$ cat src/rtl/fb_pkg.sv
// Framebuffer constants and pixel entry layout shared with the upstream pattern generators.
package fb_pkg;

  localparam int H_PIX   = 160;
  localparam int V_PIX   = 120;
  localparam int ADDR_W  = 15;
  localparam int COLOR_W = 12;
  localparam int COORD_W = 8;
  localparam int ENTRY_W = 2 * COORD_W + COLOR_W;

  typedef struct packed {
    logic [COORD_W-1:0] x;
    logic [COORD_W-1:0] y;
    logic [COLOR_W-1:0] color;
  } pixel_t;

endpackage

$ cat src/rtl/pixel_fifo.sv
// Generic synchronous FIFO; DEPTH must be a power of two so pointers wrap naturally.
module pixel_fifo #(
  parameter int DATA_W = 28,
  parameter int DEPTH  = 4,
  localparam int CNT_W = $clog2(DEPTH + 1),
  localparam int PTR_W = (DEPTH > 1) ? $clog2(DEPTH) : 1
) (
  input  logic              clk,
  input  logic              rst_n,
  input  logic              push,
  input  logic [DATA_W-1:0] din,
  input  logic              pop,
  output logic [DATA_W-1:0] dout,
  output logic              full,
  output logic              empty,
  output logic [CNT_W-1:0]  count
);

  logic [DATA_W-1:0] mem [DEPTH];
  logic [PTR_W-1:0]  wr_ptr;
  logic [PTR_W-1:0]  rd_ptr;
  logic              do_push;
  logic              do_pop;

  assign full    = (count == CNT_W'(DEPTH));
  assign empty   = (count == '0);
  assign do_push = push && !full;
  assign do_pop  = pop && !empty;
  assign dout    = mem[rd_ptr];

  always_ff @(posedge clk) begin
    if (do_push) mem[wr_ptr] <= din;
  end

  always_ff @(posedge clk or negedge rst_n) begin
    if (!rst_n) begin
      wr_ptr <= '0;
      rd_ptr <= '0;
      count  <= '0;
    end else begin
      if (do_push) wr_ptr <= wr_ptr + 1'b1;
      if (do_pop)  rd_ptr <= rd_ptr + 1'b1;
      case ({do_push, do_pop})
        2'b10:   count <= count + 1'b1;
        2'b01:   count <= count - 1'b1;
        default: count <= count;
      endcase
    end
  end

endmodule

$ cat src/rtl/fb_pixel_writer.sv
// Buffers pixel writes, range-checks and linearises coordinates, drives the framebuffer write port.
// Optional drop counter output enabled by FB_PIXEL_WRITER_STATS_EN.
module fb_pixel_writer #(
  parameter int H_PIX  = fb_pkg::H_PIX,
  parameter int V_PIX  = fb_pkg::V_PIX,
  parameter int ADDR_W = fb_pkg::ADDR_W,
  parameter int DEPTH  = 4
) (
  input  logic              clk,
  input  logic              rst_n,
  input  logic              in_valid,
  output logic              in_ready,
  input  logic [7:0]        in_x,
  input  logic [7:0]        in_y,
  input  logic [11:0]       in_color,
  input  logic              fb_busy,
  output logic              fb_we,
  output logic [ADDR_W-1:0] fb_addr,
  output logic [11:0]       fb_data,
  output logic              fifo_empty
`ifdef FB_PIXEL_WRITER_STATS_EN
  ,
  output logic [15:0]       drop_cnt
`endif
);

  import fb_pkg::*;

  localparam int CNT_W = $clog2(DEPTH + 1);
  localparam logic [31:0] H_LIM = H_PIX;
  localparam logic [31:0] V_LIM = V_PIX;

  function automatic logic [ADDR_W-1:0] lin_addr(input logic [7:0] x, input logic [7:0] y);
    logic [31:0] a;
    if (H_PIX == 160) a = ({24'd0, y} << 7) + ({24'd0, y} << 5) + {24'd0, x};
    else              a = {24'd0, y} * H_LIM + {24'd0, x};
    return a[ADDR_W-1:0];
  endfunction

  pixel_t           push_entry;
  pixel_t           head_p0;
  logic [CNT_W-1:0] count;
  logic             full;
  logic             empty;
  logic             push;
  logic             vld_p0;
  logic             in_range_p0;

  assign push_entry = '{x: in_x, y: in_y, color: in_color};
  assign in_ready   = !full;
  assign fifo_empty = empty;
  assign push       = in_valid && in_ready;
  assign vld_p0     = !empty && !fb_busy;

  pixel_fifo #(.DATA_W(ENTRY_W), .DEPTH(DEPTH)) u_fifo (
    .clk   (clk),
    .rst_n (rst_n),
    .push  (push),
    .din   (push_entry),
    .pop   (vld_p0),
    .dout  (head_p0),
    .full  (full),
    .empty (empty),
    .count (count)
  );

  assign in_range_p0 = ({24'd0, head_p0.x} < H_LIM) && ({24'd0, head_p0.y} < V_LIM);

  // p0 -> p1: FIFO head popped into the framebuffer output register
  always_ff @(posedge clk or negedge rst_n) begin
    if (!rst_n) begin
      fb_we   <= 1'b0;
      fb_addr <= '0;
      fb_data <= '0;
    end else begin
      fb_we <= vld_p0 && in_range_p0;
      if (vld_p0) begin
        fb_addr <= lin_addr(head_p0.x, head_p0.y);
        fb_data <= head_p0.color;
      end
    end
  end

`ifdef FB_PIXEL_WRITER_STATS_EN
  always_ff @(posedge clk or negedge rst_n) begin
    if (!rst_n) drop_cnt <= '0;
    else if (vld_p0 && !in_range_p0 && drop_cnt != 16'hFFFF) drop_cnt <= drop_cnt + 16'd1;
  end
`endif

endmodule

$ cat config.mk
export PLATFORM = sky130hd
export DESIGN_NAME = fb_pixel_writer
export DESIGN_NICKNAME = d
export VERILOG_FILES = /design/src/rtl/fb_pkg.sv /design/src/rtl/pixel_fifo.sv /design/src/rtl/fb_pixel_writer.sv
export SDC_FILE = /design/constraint.sdc
export NUM_CORES = 1
export LEC_CHECK = 0
export ABC_AREA = 1
export CORE_MARGIN = 10
export CORE_UTILIZATION = 61
export DETAILED_ROUTE_END_ITERATION = 7
export PLACE_DENSITY = 0.94
export SYNTH_ARGS = -nofsm -noshare
export SYNTH_HDL_FRONTEND = slang
export SYNTH_SLANG_ARGS = --single-unit
$ cat constraint.sdc
create_clock -name clk -period 4.05 [get_ports clk]
set_input_delay 1.215 -clock clk [delete_from_list [all_inputs] [get_ports clk]]
set_output_delay 1.215 -clock clk [all_outputs]
set_load 0.01 [all_outputs]
Word level (Yosys, flattened, before mapping)

Memories as Yosys holds them, arrays and structs flattened.
Index checks and enable logic that the tools add are counted.

Register bits: 35
Word-level logic and storage cells: 32
Input port bits: 32
Output and inout port bits: 30
Memory bits (writable): 112
Memories: 1

Memory list:

| memory     | words | bits a word | rd ports | clocked after memory_dff | write ports | line             | text |
|---|---|---|---|---|---|---|---|
| u_fifo.mem | 4     | 28          | 1        | 0                        | 1           | pixel_fifo.sv:19 | `logic [DATA_W-1:0] mem [DEPTH];` |

Reductions and logical operators: 11
Add/subtract/negate cells: 6
Eq/ne operators: 3
Mux-type cells: 3
Order comparisons: 2

Operators by type and width:

| cell                  | count |
|---|---|
| $add A15 B13 Y15      | 1 |
| $add A15 B8 Y15       | 1 |
| $lt A8 B7 Y1 const B  | 1 |
| $lt A8 B8 Y1 const B  | 1 |
| $logic_and A1 B1 Y1   | 6 |
| $pmux W3 S2           | 1 |
| $add A2 B1 Y2 const B | 2 |
| $add A3 B1 Y3 const B | 1 |
| $eq A3 B3 Y1 const B  | 1 |
| $logic_not A1 Y1      | 3 |
| $logic_not A3 Y1      | 1 |
| $sub A3 B1 Y3 const B | 1 |
| $eq A2 B1 Y1 const B  | 1 |
| $eq A2 B2 Y1 const B  | 1 |
| $mux W1               | 2 |
| $reduce_bool A2 Y1    | 1 |

Logic depth before layout (Yosys ltp)

Gate-level depths: netlist of run 1.

Word-level depth: 6
Mapped depth: 18
Mapped depth without buffers: 17

Cells and area by module

A second synthesis of run 1 with hierarchy kept.

Cell total of the unflattened synthesis: 586
Area, all modules: 6486.2 µm²

By module, submodules not included:

| module          | instances | area an instance (µm²) | sequential area each (µm²) | cells each |
|---|---|---|---|---|
| pixel_fifo      | 1         | 4902.2                 | 3538.4                     | 388 |
| fb_pixel_writer | 1         | 1584.0                 | 700.7                      | 198 |

Least setup slack after synthesis of run 1

Ideal clock, no wire load.

Path type: input to register
Start: input port in_valid
End: memory u_fifo.mem[0][0], enable pin
Cell stages on the path: 2
Required time: 3637 ps
Setup time: 413 ps
Path slack: 1050 ps
Path buffers: 0
Data arrival time: 2587 ps
Cell sequence: nand2_1 > nor2_1

Longest elaborated chain between the ends: 4

Ends and longest elaborated chain:

| what                          | line                  | text |
|---|---|---|
| start, declared               | fb_pixel_writer.sv:11 | `input logic in_valid,` |
| $logic_and A1 B1 Y1           | fb_pixel_writer.sv:52 | `assign push = in_valid && in_ready;` |
| $logic_and A1 B1 Y1           | pixel_fifo.sv:27      | `assign do_push = push && !full;` |
| $mux W1                       | pixel_fifo.sv:32      | `if (do_push) mem[wr_ptr] <= din;` |
| $mux W1 (not written as such) | pixel_fifo.sv:32      |  |
| end, declared                 | pixel_fifo.sv:19      |  |

No other way between the ends.

Worst setup path in the final report of run 1

Start: register u_fifo.rd_ptr[0]
End: register fb_addr[14]

Longest elaborated chain between the ends: 3

Ends and longest elaborated chain:

| what                   | line                  | text |
|---|---|---|
| start, declared        | pixel_fifo.sv:21      | `logic [PTR_W-1:0] rd_ptr;` |
| start signal, assigned | pixel_fifo.sv:42      | `if (do_pop) rd_ptr <= rd_ptr + 1'b1;` |
| $mem_v2 Z4 W28 *       | -                     |  |
| $add A15 B13 Y15       | fb_pixel_writer.sv:35 | `if (H_PIX == 160) a = ({24'd0, y} << 7) + ({24'd0, y} << 5) + {24'd0, x};` |
| $add A15 B8 Y15 *      | fb_pixel_writer.sv:35 |  |
| end signal, assigned   | fb_pixel_writer.sv:78 | `fb_addr <= lin_addr(head_p0.x, head_p0.y);` |
| end, declared          | fb_pixel_writer.sv:18 | `output logic [ADDR_W-1:0] fb_addr,` |

Mark *: on every way between the ends. The rest lies on a longest branch, timed or not.
A chain may end at the register's enable or synchronous reset.

==> results.ini, run 1 <==
[power_and_ir_drop]
irDropWorstVdd_v = 0.0004551
total_power_mw = 7.253
power_density_nw_per_um2 = 959.4
power_leakage_nw = 3.001

[global_routing]
antenna_found_initial = 0
grt.overflow.total = 0
grt_max_degree = 57
grtUsageTotal_pct = 21.19
grt_pass1_vias = 4539
grt_pass1_wl_um = 23810

[layout]
regArea_um2 = 4240
mostFrequentLayoutCells = 112 x edfxtp_1, 101 x nor2_1, 94 x nand2_1
layout.cells.most_common = edfxtp_1
nets = 661
fill_cells = 496
n_antenna_cell = 0
multi_input_area_um2 = 1694
areaGrowthSynthToFinish_pct = 20.77
drive_gt1_share_pct = 8.724

[sta]
finClkSkew_ns = 0.008566
max_freq_mhz = 300.3
setup_viol = 0
worst_pin_slew_ns = 0.8613
hold_viol_final = 0
max_slew_margin_pct = 42.58
min_period_ns = 3.330
drv_slew = 0
finalCritPeriodShare_pct = 82.22
setup_slack_ns = 0.7203
fin_setup_tns_ns = 0
rsz0062_at_grt = no

[synth]
synthFlopType = edfxtp_1
synthCells = 542
syn-num-nets = 597
async_reset_ff_share_pct = 23.81
ys_warn_count = 0
synth_seq_cells = 147
synth.distinct_cells = 29
synth_edf_count = 112
seq_area_frac_synth_pct = 67.72
avgSynthCellArea_um2 = 11.55
synthesis.area_um2 = 6260

[floorplanning]
pin_count = 62
die_w_um = 121.3
initial_core_util_pct = 63.46
rows = 36
dieArea_um2 = 14710
die_h_um = 121.3
core_um2 = 9864

[cts]
ctsResizeCount = 0
post_cts_buffers = 0
clkLatencyLatePin_ns = 0.54
clockBufferDepth = 2
cts-root-buf = clkbuf_8
ctsHoldBuffers = 0
cts_made_buffers = 17
cts_htree_levels = 4
clk_pin_slew_worst_paths_ns = 0.06
cts_sinks = 147
cts_tree = yes

[routing]
dr_total_vias = 4431
wirelength_um = 15170
wl_met1_um = 5379
met2_length_um = 7578
wl_met3_um = 1488
drtPass1Iterations = 5
top_layer_used = met4
drt_iter0_markers = 607
final_antenna_net_count = 0
vias_per_cell = 5.892
wl_per_cell_um = 20.17
drc = 0

[critical_path]
cp.required_ns = 4.47
cp-start-kind = flop
cp_data_arrival_time_ns = 3.75
end_kind = flop
crit_path_max_fanout = 56
critical_path_class = flop to flop

[place]
port_buffers = 61
dp_hpwl_um = 8252
gp_congestion = 0.8778
pre_cts_ws_ns = 0.6244

[hold_path]
hp-class = flop to flop

[run_status]
outcome = finished clean

[run]
cap_violations = 0

==> synth_stat cells (2+ instances only) <==
library cell	count	area share (%)
a21oi_1	7	0.56
a31oi_1	17	1.7
a32oi_2	2	0.52
buf_2	9	0.72
buf_4	6	0.72
buf_6	7	1.3
dfrtp_1	35	14
edfxtp_1	112	54
fa_1	3	0.96
ha_1	20	4.0
inv_1	38	2.3
inv_2	4	0.24
nand2_1	94	5.6
nand3_1	23	1.8
nor2_1	105	6.3
o21ai_0	20	1.6
o21ai_1	23	1.8
xnor2_1	2	0.28
xor2_1	5	0.70
==> worst paths after layout <==
| path | start | endpoint | slack (ns) | depth (start not counted) |
|---|---|---|---|---|
| max | u_fifo.rd_ptr[0] | fb_addr[14] | 0.72 | 14 |
| min | fb_addr[13] | fb_addr[13] | 0.48 | 2 |
| max reg2reg | u_fifo.rd_ptr[0] | fb_addr[14] | 0.72 | 14 |
| min reg2reg | fb_addr[13] | fb_addr[13] | 0.48 | 2 |
| max in group asynchronous | rst_n | u_fifo.rd_ptr[0] | 2.66 | 1 |
| min in group asynchronous | rst_n | u_fifo.wr_ptr[0] | 0.78 | 1 |
==> flip-flops by register name, indices dropped and copies added, names as in the netlist <==
register,cells
fb_addr,15
fb_data,12
fb_we,1
u_fifo.count,3
u_fifo.mem,112
u_fifo.rd_ptr,2
u_fifo.wr_ptr,2
==> report_power, final <==
group	leakage, nW	switching [mW]	internal [mW]	total (mW)
combinational	1.27	2.13	1.20	3.33
sequential	1.43	0.173	2.07	2.24
clock	0.306	0.598	1.08	1.68
==> metal layers <==
metal,up-vias,global-route usage (%)
met5,-,0
met4,0,12.52
met3,66,6.189
met2,319,34.95
met1,2082,23.98
li1,1964,-
==> layout make-up <==
| type | count | area share [%] |
|---|---|---|
| clock buffers | 20 | 5.760 |
| clock inverters | 12 | 2.665 |
| inverters | 43 | 2.168 |
| multi-input cells | 329 | 22.41 |
| flip-flops and latches | 147 | 56.09 |
| well taps | 133 | 2.201 |
| repair buffers | 68 | 8.706 |
==> kinds of logic after synthesis <==
kind of cell | after synthesis | synth area share (%)
AOI/OAI and AO/OA | 71 | 6.436
xor gates and xnor gates | 7 | 0.9794
adders and majority gates | 23 | 4.957
buffers and inverters | 66 | 5.377
DFF | 147 | 67.72
and+or+nand+nor | 228 | 14.53
==> metrics by stage <==
stage | cell area [µm²] | util [%] | hold WS, ns | std cells
after floorplan | 6260 | - | 0.4498 | 542
after global placement | 6923 | 70.18 | 0.4669 | 720
after detailed placement | 6923 | 70.18 | 0.4763 | 720
after CTS | 7560 | 76.64 | 0.4906 | 752
after global routing | 7560 | 76.64 | 0.5133 | 752
final | 7560 | 76.64 | 0.4837 | 752
==> worst max-delay path: stages (launching register included) <==
cell     delay (ns)
dfrtp_2        0.37
buf_4          0.50
nand2_1        0.20
a32oi_2        0.36
inv_1          0.11
fa_1           0.53
fa_1           0.49
inv_1          0.08
nand2_1        0.06
nand2_1        0.12
nand3_1        0.10
nand2_1        0.10
nand2_1        0.07
nand2_1        0.07
nor2_1         0.05
Note: power is estimated with default switching activity, not from simulation.
==> inputs of run 2 (changes only) <==
CORE_UTILIZATION = 57   (was 61)
PLACE_DENSITY = 0.89   (was 0.94)
clock period = 3.1 ns   (was 4.05 ns; I/O delays follow)
==> run 2 against run 1 <==
  * Setup slack worse by 0.47 ns
  * Register-to-register slack worse by 0.47 ns
  * Routed wire length is 13% lower
  * Fmax is 17% higher
  * Sequential share of layout area hardly changed
  * Global-route usage is 4.0 points lower
  * Clock skew is 0.0037 ns lower
  * Non-clock buffer count is 5 higher
  * Utilization is 6.6 points lower
  * Power is 24% higher
  * Critical path type unchanged
  * Largest power group unchanged
  * Highest routed layer unchanged
==> results.ini, run 2 (same netlist as run 1, synthesis figures left out) <==
[run_status]
outcome = finished clean  ; unchanged

[cts]
clkLatencyLatePin_ns = 0.53  ; was 0.54 ns
ctsResizeCount = 0  ; unchanged
cts_sinks = 147  ; unchanged
cts_tree = yes  ; unchanged
ctsHoldBuffers = 0  ; unchanged
clockBufferDepth = 2  ; unchanged
cts_htree_levels = 4  ; unchanged
post_cts_buffers = 0  ; unchanged
cts-root-buf = clkbuf_8  ; unchanged
clk_pin_slew_worst_paths_ns = 0.06  ; about the same
cts_made_buffers = 17  ; unchanged

[global_routing]
grt.overflow.total = 0  ; unchanged
grt_pass1_vias = 4305  ; was 4,539
grt_max_degree = 57  ; unchanged
antenna_found_initial = 0  ; unchanged
grt_pass1_wl_um = 21290  ; was 23,810 µm
grtUsageTotal_pct = 17.14  ; was 21.19%

[floorplanning]
initial_core_util_pct = 58.00  ; was 63.46%
core_um2 = 10790  ; was 9864 µm²
rows = 38  ; was 36
die_h_um = 124.8  ; was 121.3 µm
dieArea_um2 = 15570  ; was 14,710 µm²
die_w_um = 124.8  ; was 121.3 µm
pin_count = 62  ; unchanged

[sta]
fin_setup_tns_ns = 0  ; unchanged
setup_viol = 0  ; unchanged
max_freq_mhz = 350.7  ; was 300.3 MHz
worst_pin_slew_ns = 0.8816  ; was 0.8613 ns
hold_viol_final = 0  ; unchanged
finalCritPeriodShare_pct = 91.99  ; was 82.22%
finClkSkew_ns = 0.004868  ; was 0.008566 ns
setup_slack_ns = 0.2483  ; was 0.7203 ns
min_period_ns = 2.852  ; was 3.330 ns
drv_slew = 0  ; unchanged
hold_slack_ns = 0.4851  ; was 0.4837 ns
rsz0062_at_grt = no  ; unchanged
max_slew_margin_pct = 41.22  ; was 42.58%

[power_and_ir_drop]
power_frac_clock_pct = 21.8  ; was 23.2%
power_leakage_nw = 3.008  ; was 3.001 nW
p_switching_mw = 3.462  ; was 2.906 mW
p_seq_share_pct = 32.5  ; was 30.9%
p_int_mw = 5.515  ; was 4.347 mW
power_density_nw_per_um2 = 1188  ; was 959.4 nW/µm²
p_comb_share_pct = 45.7  ; was 46.0%
irDropWorstVdd_v = 0.0005212  ; was 0.0004551 V
p_sw_share_pct = 38.57  ; was 40.07%

[critical_path]
crit_path_max_fanout = 17  ; was 56
cp-start-kind = flop  ; unchanged
critical_path_class = flop to flop  ; unchanged
end_kind = flop  ; unchanged
reg2reg_depth = 13  ; was 14
cp_data_arrival_time_ns = 3.26  ; was 3.75 ns
cp.required_ns = 3.50  ; was 4.47 ns

[layout]
layout.cells.most_common = edfxtp_1  ; unchanged
n_antenna_cell = 0  ; unchanged
areaGrowthSynthToFinish_pct = 20.69  ; was 20.77%
max_flop_register = u_fifo.mem  ; unchanged
top_regs = u_fifo.mem: 112 flops, fb_addr: 15 flops, fb_data: 12 flops  ; unchanged
drive_gt1_share_pct = 9.325  ; was 8.724%
nets = 666  ; was 661
largest_register_ffs = 112  ; unchanged
mostFrequentLayoutCells = 112 x edfxtp_1, 101 x nor2_1, 94 x nand2_1  ; unchanged

[routing]
wirelength_um = 13270  ; was 15,170 µm
wl_per_cell_um = 17.42  ; was 20.17 µm
final_antenna_net_count = 0  ; unchanged
vias_per_cell = 5.513  ; was 5.892
drtPass1Iterations = 6  ; was 5
drc = 0  ; unchanged
dr_total_vias = 4201  ; was 4,431
drt_iter0_markers = 432  ; was 607

[hold_path]
hp-class = flop to flop  ; unchanged
holdPathStages = 2  ; unchanged

[place]
gp_congestion = 0.8901  ; was 0.8778
pre_cts_ws_ns = 0.3022  ; was 0.6244 ns
port_buffers = 61  ; unchanged
dp_hpwl_um = 8023  ; was 8252 µm

[run]
cap_violations = 0  ; unchanged

[run 2: final timing paths]
check,startpoint,to,slack [ns]
setup / recovery,u_fifo.rd_ptr[0],fb_addr[10],0.25
hold / removal,fb_addr[11],fb_addr[11],0.49
setup reg to reg,u_fifo.rd_ptr[0],fb_addr[10],0.25
hold reg to reg,fb_addr[11],fb_addr[11],0.49
max in group asynchronous,rst_n,u_fifo.rd_ptr[0],1.97
min in group asynchronous,rst_n,fb_we,0.53
[run 2: area by class of cell]
| class | count | area [µm²] |
|---|---|---|
| Clock inverter | 9 | 103.9 |
| Sequential cell | 147 | 4240 |
| Timing Repair Buffer | 73 | 708.2 |
| Tap cell | 140 | 175.2 |
| Clock buffer | 21 | 469.2 |
| Multi-Input combinational cell | 329 | 1694 |
| Fill cell | 683 | 3238 |
| Inverter | 43 | 163.9 |
[run 2: through the flow]
stage	power, mW	util, %	cell area (µm²)	cells
CTS	9.001	70.00	7555	762
global route	9.614	70.00	7555	762
detailed placement	6.935	64.69	6982	732
floorplan	5.712	-	6260	542
global placement	6.675	64.69	6982	732
finish	8.977	70.00	7555	762
[run 2: routing by layer]
layer  vias up  global-route usage (%)  share of wire [%]
met5         -                       0                  0
met4         0                   8.156                1.5
met1      2026                   19.54                 41
met3        22                   5.574                6.9
li1       1969                       -                  -
met2       184                   28.50                 51
[run 2: critical path, stage by stage, from the launching register on]
cell	delay [ns]
dfrtp_2	0.43
inv_2	0.24
buf_4	0.27
o211ai_1	0.10
nand2_1	0.10
inv_1	0.05
fa_1	0.48
fa_1	0.48
inv_1	0.07
nand2_1	0.05
nand2_1	0.10
nand2_1	0.09
xor2_1	0.17
o21ai_0	0.10
[run 2: power by group through the flow]
stage	clock network (mW)	logic [mW]	registers, mW
3_5_place_dp	0	4.00	2.94
6_report	1.96	4.10	2.92
3_3_place_gp	0	3.76	2.92
4_1_cts	1.98	4.11	2.91
5_1_grt	2.06	4.60	2.96
2_1_floorplan	0	2.73	2.99
